==> config.mk <==
export PLATFORM = sky130hd
export DESIGN_NAME = intc_flat
export DESIGN_NICKNAME = d
export VERILOG_FILES = /design/src/rtl/intc_if.sv /design/src/rtl/intc.sv /design/src/flat_wrapper.sv
export SDC_FILE = /design/constraint.sdc
export NUM_CORES = 1
export LEC_CHECK = 0
export ABC_AREA = 1
export BUFFER_PORTS_ARGS = -buffer_cell sky130_fd_sc_hd__buf_2
export CORE_ASPECT_RATIO = 1.75
export CORE_MARGIN = 4
export CORE_UTILIZATION = 45
export CTS_BUF_LIST = sky130_fd_sc_hd__clkbuf_2 sky130_fd_sc_hd__clkbuf_4 sky130_fd_sc_hd__clkbuf_8
export DETAILED_ROUTE_END_ITERATION = 16
export PLACE_DENSITY = 0.89
export REMOVE_ABC_BUFFERS = 1
export SETUP_SLACK_MARGIN = 0.15
export SYNTH_ARGS = -nofsm -noshare
export SYNTH_HDL_FRONTEND = slang
export SYNTH_SLANG_ARGS = --single-unit
==> constraint.sdc <==
create_clock -name clk -period 1.3 [get_ports clk]
set_clock_uncertainty 0.05 [all_clocks]
set_input_delay 0.065 -clock clk [delete_from_list [all_inputs] [get_ports clk]]
set_output_delay 0.065 -clock clk [all_outputs]
set_load 0.02 [all_outputs]
==> src/rtl/intc_if.sv <==
// rtl/intc_if.sv - I/O-event, register-window and core handshake bundle for intc
interface intc_if;
  logic        interrupt;
  logic [4:0]  interrupt_id;
  logic        wEn;
  logic [31:0] addr;
  logic [31:0] dataIn;
  logic [31:0] dataOut;
  logic        irq_req;
  logic [4:0]  irq_cause;
  logic        irq_ack;
  logic        irq_done;

  // Driver side: I/O block strobes, core register accesses and trap handshake
  modport master (
    output interrupt, interrupt_id, wEn, addr, dataIn, irq_ack, irq_done,
    input  dataOut, irq_req, irq_cause
  );

  // Controller side
  modport slave (
    input  interrupt, interrupt_id, wEn, addr, dataIn, irq_ack, irq_done,
    output dataOut, irq_req, irq_cause
  );
endinterface

==> src/rtl/intc.sv <==
// rtl/intc.sv - interrupt controller: pending/mask latch, priority pick, req/ack handshake; nesting via INTC_NESTING_EN
module intc #(
  parameter int NUM_SRC     = 17,
  parameter int STACK_DEPTH = 4
) (
  input  logic  clk,
  input  logic  reset,
  intc_if.slave bus
);

  typedef enum logic [1:0] {S_IDLE, S_REQ, S_SERVICE} state_t;

  localparam logic [4:0] MAX_ID    = 5'(NUM_SRC - 1);
  localparam logic [2:0] DEPTH_CAP = 3'(STACK_DEPTH);

  state_t             r_state;
  state_t             w_state_nxt;
  logic [NUM_SRC-1:0] r_pend;
  logic [NUM_SRC-1:0] r_mask;
  logic [NUM_SRC-1:0] w_active;
  logic [NUM_SRC-1:0] w_set;
  logic [NUM_SRC-1:0] w_clr;
  logic               r_err;
  logic [2:0]         r_depth;
  logic [4:0]         r_cause;
  logic [4:0]         w_win;
  logic [4:0]         w_top_id;
  logic               w_any;
  logic               w_preempt;
  logic               w_load;
  logic               w_push;
  logic               w_pop;
  logic               w_wr_pend;
  logic               w_wr_mask;
  logic               w_wr_stat;
  logic               w_bad_id;
  logic               w_unused_bits;

  assign w_wr_pend = bus.wEn && (bus.addr[3:2] == 2'd0);
  assign w_wr_mask = bus.wEn && (bus.addr[3:2] == 2'd1);
  assign w_wr_stat = bus.wEn && (bus.addr[3:2] == 2'd2);
  assign w_bad_id  = bus.interrupt && (bus.interrupt_id > MAX_ID);
  assign w_active  = r_pend & r_mask;
  assign w_any     = |w_active;

  // Winner: lowest nonzero id among enabled pending bits; id 0 only when alone
  always_comb begin
    w_win = 5'd0;
    for (int i = NUM_SRC - 1; i >= 1; i--) begin
      if (w_active[i]) w_win = 5'(i);
    end
  end

`ifdef INTC_NESTING_EN
  // Smaller rank means more urgent; id 0 sits below every other id
  function automatic logic [4:0] rank(input logic [4:0] id);
    return (id == 5'd0) ? 5'(NUM_SRC) : id;
  endfunction

  // In-service ids packed as a shift stack, top of stack in the low 5 bits
  logic [5*STACK_DEPTH-1:0] r_stack;

  assign w_top_id  = (r_depth == 3'd0) ? 5'd0 : r_stack[4:0];
  assign w_preempt = w_any && (rank(w_win) < rank(w_top_id)) && (r_depth < DEPTH_CAP);

  // Push the acknowledged cause, pop back to the interrupted handler on return
  always_ff @(posedge clk) begin
    if (reset) begin
      r_stack <= '0;
    end else if (w_push) begin
      r_stack <= {r_stack[5*STACK_DEPTH-6:0], r_cause};
    end else if (w_pop) begin
      r_stack <= {5'd0, r_stack[5*STACK_DEPTH-1:5]};
    end
  end

  assign w_unused_bits = ^{bus.addr[31:4], bus.addr[1:0], bus.dataIn[31:NUM_SRC]};
`else
  // Without nesting only one handler can be active, so one id register suffices
  logic [4:0] r_is_id;

  assign w_top_id  = (r_depth == 3'd0) ? 5'd0 : r_is_id;
  assign w_preempt = 1'b0;

  // Capture the acknowledged cause; forget it when the handler returns
  always_ff @(posedge clk) begin
    if (reset) begin
      r_is_id <= 5'd0;
    end else if (w_push) begin
      r_is_id <= r_cause;
    end else if (w_pop) begin
      r_is_id <= 5'd0;
    end
  end

  assign w_unused_bits = ^{bus.addr[31:4], bus.addr[1:0], bus.dataIn[31:NUM_SRC], DEPTH_CAP};
`endif

  // State register
  always_ff @(posedge clk) begin
    if (reset) r_state <= S_IDLE;
    else       r_state <= w_state_nxt;
  end

  // Next state and handshake strobes; a return beats a preemption in the same cycle
  always_comb begin
    w_state_nxt = r_state;
    w_load      = 1'b0;
    w_push      = 1'b0;
    w_pop       = 1'b0;
    case (r_state)
      S_IDLE: begin
        if (w_any) begin
          w_load      = 1'b1;
          w_state_nxt = S_REQ;
        end
      end
      S_REQ: begin
        if (bus.irq_ack) begin
          w_push      = 1'b1;
          w_state_nxt = S_SERVICE;
        end
      end
      S_SERVICE: begin
        if (bus.irq_done && (r_depth != 3'd0)) begin
          w_pop = 1'b1;
          if (r_depth == 3'd1) w_state_nxt = S_IDLE;
        end else if (w_preempt) begin
          w_load      = 1'b1;
          w_state_nxt = S_REQ;
        end
      end
      default: w_state_nxt = S_IDLE;
    endcase
  end

  // Per-bit set/clear terms for the pending register
  always_comb begin
    w_set = '0;
    w_clr = '0;
    for (int i = 0; i < NUM_SRC; i++) begin
      w_set[i] = bus.interrupt && (bus.interrupt_id == 5'(i));
      w_clr[i] = (w_wr_pend && bus.dataIn[i]) || (w_push && (r_cause == 5'(i)));
    end
  end

  // Pending, mask, error and depth registers; a new event outranks any clear
  always_ff @(posedge clk) begin
    if (reset) begin
      r_pend  <= '0;
      r_mask  <= '1;
      r_err   <= 1'b0;
      r_depth <= 3'd0;
    end else begin
      r_pend <= (r_pend & ~w_clr) | w_set;
      if (w_wr_mask) r_mask <= bus.dataIn[NUM_SRC-1:0];
      if (w_bad_id)       r_err <= 1'b1;
      else if (w_wr_stat) r_err <= 1'b0;
      if (w_push)     r_depth <= r_depth + 3'd1;
      else if (w_pop) r_depth <= r_depth - 3'd1;
    end
  end

  // Requested cause, frozen for as long as the request is held
  always_ff @(posedge clk) begin
    if (reset)       r_cause <= 5'd0;
    else if (w_load) r_cause <= w_win;
  end

  assign bus.irq_req   = (r_state == S_REQ);
  assign bus.irq_cause = r_cause;

  // Register window read mux
  always_comb begin
    bus.dataOut = 32'd0;
    case (bus.addr[3:2])
      2'd0:    bus.dataOut = 32'(r_pend);
      2'd1:    bus.dataOut = 32'(r_mask);
      2'd2:    bus.dataOut = {23'd0, r_err, r_depth, w_top_id};
      default: bus.dataOut = 32'd0;
    endcase
  end

endmodule

==> src/flat_wrapper.sv <==
// flat-port wrapper written by rule: the top's interface ports become plain ports
module intc_flat 
#(
  parameter int NUM_SRC     = 17,
  parameter int STACK_DEPTH = 4
)
  (clk, reset, bus_interrupt, bus_interrupt_id, bus_wEn, bus_addr, bus_dataIn, bus_irq_ack, bus_irq_done, bus_dataOut, bus_irq_req, bus_irq_cause);
  intc_if bus_i ();
  input  logic clk;
  input  logic reset;
  input wire logic [$bits(bus_i.interrupt)-1:0] bus_interrupt;
  input wire logic [$bits(bus_i.interrupt_id)-1:0] bus_interrupt_id;
  input wire logic [$bits(bus_i.wEn)-1:0] bus_wEn;
  input wire logic [$bits(bus_i.addr)-1:0] bus_addr;
  input wire logic [$bits(bus_i.dataIn)-1:0] bus_dataIn;
  input wire logic [$bits(bus_i.irq_ack)-1:0] bus_irq_ack;
  input wire logic [$bits(bus_i.irq_done)-1:0] bus_irq_done;
  output wire logic [$bits(bus_i.dataOut)-1:0] bus_dataOut;
  output wire logic [$bits(bus_i.irq_req)-1:0] bus_irq_req;
  output wire logic [$bits(bus_i.irq_cause)-1:0] bus_irq_cause;
  assign bus_i.interrupt = bus_interrupt;
  assign bus_i.interrupt_id = bus_interrupt_id;
  assign bus_i.wEn = bus_wEn;
  assign bus_i.addr = bus_addr;
  assign bus_i.dataIn = bus_dataIn;
  assign bus_i.irq_ack = bus_irq_ack;
  assign bus_i.irq_done = bus_irq_done;
  assign bus_dataOut = bus_i.dataOut;
  assign bus_irq_req = bus_i.irq_req;
  assign bus_irq_cause = bus_i.irq_cause;
  intc #(.NUM_SRC(NUM_SRC), .STACK_DEPTH(STACK_DEPTH)) u_core (.clk(clk), .reset(reset), .bus(bus_i));
endmodule
==> impl_metrics.ini <==
[status]
status = finished, violations left
violations = setup timing

[worst_setup_path]
cp_max_fo = 6
crit_chain = nand2_1 -> inv_1 -> nor2_4 -> nand2_4 -> o31ai_4 -> buf_6 -> a31oi_2 -> a211oi_1
worstSetupEndpointType = flop
crit_type = reg2reg
required_ns = 1.50
cp_top_family = compound AO/OA/AOI/OAI gates
worst_ep_arrival_time_ns = 1.95
critPathLaunchType = flop
crit_buf_inv = 2
slowest_delay_ns = 0.35
worst_r2r_startpoint = u_core.r_pend[1]
slowest_stage = dfxtp_1
startpoint = u_core.r_pend[1]

[yosys]
synth.distinct_cells = 29
synthTopCellsByArea = dfxtp_1, nand2_1, nand3_1
netlist_area_um2 = 2795
synth_seq_area_share = 0.3581
synth_area_leader_cell = dfxtp_1
synth-seq-cells = 50
synthCells = 419
yosysWarnings = 0
synth_top_area_frac = 0.3581
postSynthAreaPerCell_um2 = 6.671

[grt]
antenna_found_initial = 0
grt_pass1_wl_mm = 19.12
overflow = 0
grt_max_degree = 28
grt_pass1_vias = 3893
grt_use_total = 0.3356

[final_layout]
final_cell_mix = nand2_1, buf_4, buf_6
drive_above_1_share = 0.5707
nets = 666
diodes = 0
area_growth_pct = 82.01
final_common_cell = nand2_1
final_cells = 665

[pwr]
p_leak_nw = 2.298
ir_drop_mv = 1.143
total_power_w = 0.004397
pwr_density_cell_nw_per_um2 = 864.3

[routing]
route.detailed.drc = 0
vias_per_cell = 6.377
postRouteAntennaNets = 0
wl_met1_mm = 4.861
wirelength_mm = 16.35
drtIter0Drc = 578
top_layer = met4
wl_met3_mm = 2.045
routed-via-count = 4241
wl_per_cell_um = 24.58
route.met2.wl_mm = 7.576
first_pass_iters = 7

[die]
die-area_um2 = 7586
core_um2 = 5972
initial_core_util = 0.4680
num_io_pins = 113
die_x_um = 67.58
die_h_um = 112.3
row_count = 37

[clocking]
insertion_delay_ns = 0.34
cts_buffers = 5
clk_pin_slew_ns = 0.09
cts_tree = done
cts.path.max_buffers = 2
cts_root_buf = clkbuf_8
cts_sinks = 50
htreeDepth = 2

[min_path]
hold_class = in2reg
hold_path.startpoint = reset

[timing]
worst_pin_slew_ns = 0.5189
whs_ns = 0.04624
setup_slack_ns = -0.4479
maxSlewHeadroom = 0.6514
period_share = 1.345
rsz0062_at_grt = true
fmax_mhz = 572.1
hold_violations = 0
period_needed_ns = 1.748
finalMaxSlewViolations = 0
setup_viol = 43

[place]
place_congestion = 0.9580
hpwl_mm = 6.882
dp.cells = 609
port-buffer-count = 52

[job]
cap_viol_max_count = 0
sequential cells by signal, indices dropped and copies added (netlist names):
signal                count
u_core.r_state            2
u_core.r_mask            17
u_core.r_err              1
u_core.r_is_id            5
u_core.r_pend            17
u_core.bus.irq_cause      5
u_core.r_depth            3
Yosys cell counts, drive strengths merged:
library cell and count:
a211oi 2, a21oi 31, a22o 8, a31oi 2, a41oi 1, buf 20
clkbuf 7, conb 1, dfxtp 50, ha 4, inv 37, nand2 145
nand3 53, nand4 1, nor2 29, nor3 6, o211ai 9, o21ai 8
o221a 1, o221ai 1, o311ai 1, o31ai 2
routing by layer:
layer,vias to the layer above,GRT usage
li1,1686,-
met1,1943,0.3383
met2,446,0.5465
met3,166,0.07908
met4,0,0.2995
met5,-,0
worst register-to-register path, cell delays in order, from the launching register on:
cell	delay (ns)
dfxtp_1	0.35
nand2_1	0.12
inv_1	0.09
nor2_4	0.20
nand2_4	0.11
o31ai_4	0.31
buf_6	0.18
a31oi_2	0.06
a211oi_1	0.19
metrics by stage:
step                area (um^2)  setup slack (ns)    util  setup TNS (ns)
finish                     5087           -0.4479  0.8519          -8.773
global route               5087           -0.5020  0.8519          -12.06
CTS                        4628           -0.1996  0.7750          -2.863
detailed placement         3628           -0.2420  0.6076          -2.371
global placement           3628           -0.1361  0.6076          -1.078
floorplan                  2685           -0.3096       -          -2.859
power by group:
| group | internal (W) | total (W) | switching, W |
|---|---|---|---|
| Sequential | 0.00161 | 0.00170 | 0.0000935 |
| Clock | 0.000617 | 0.00119 | 0.000575 |
| Combinational | 0.000610 | 0.00150 | 0.000892 |
| Total | 0.00284 | 0.00440 | 0.00156 |
final cells by class:
class	count	area (um^2)
multi-input cells	319	2192
repair buffers	174	1495
fillers	281	884.6
flip-flops and latches	50	1040
well taps	78	97.59
clock inverters	1	30.03
inverters	37	150.1
clock buffers	6	82.58
final timing paths:
kind                                           endpoint  slack [ns]  cells past startpoint
worst max-delay path            u_core.bus.irq_cause[3]       -0.45                      8
worst min-delay path                   u_core.r_mask[2]        0.05                      3
worst max register to register  u_core.bus.irq_cause[3]       -0.45                      8
worst min register to register        u_core.r_is_id[4]        0.44                      2
cells by family (layout without fill, tap and decap cells):
| family | after synthesis | after routing | share of synthesized area |
|---|---|---|---|
| adder cells (fa/ha/maj) | 4 | 4 | 0.01791 |
| flip-flops | 50 | 50 | 0.3581 |
| AND/OR/NAND/NOR | 234 | 234 | 0.3621 |
| other | 1 | 15 | 0.001342 |
| buffers and inverters | 64 | 218 | 0.1079 |
| AO/OA/AOI/OAI | 66 | 66 | 0.1526 |
timing repair:
action / in CTS / in global routing
hold endpoints to repair: 30 / 0
setup buffers: 15 / 14
gates resized for setup: 176 / 92
endpoints found under the setup margin: 51 / 52
hold buffers: 20 / 0
pin swaps: 38 / 48
Power figures use the tool's default switching activity.
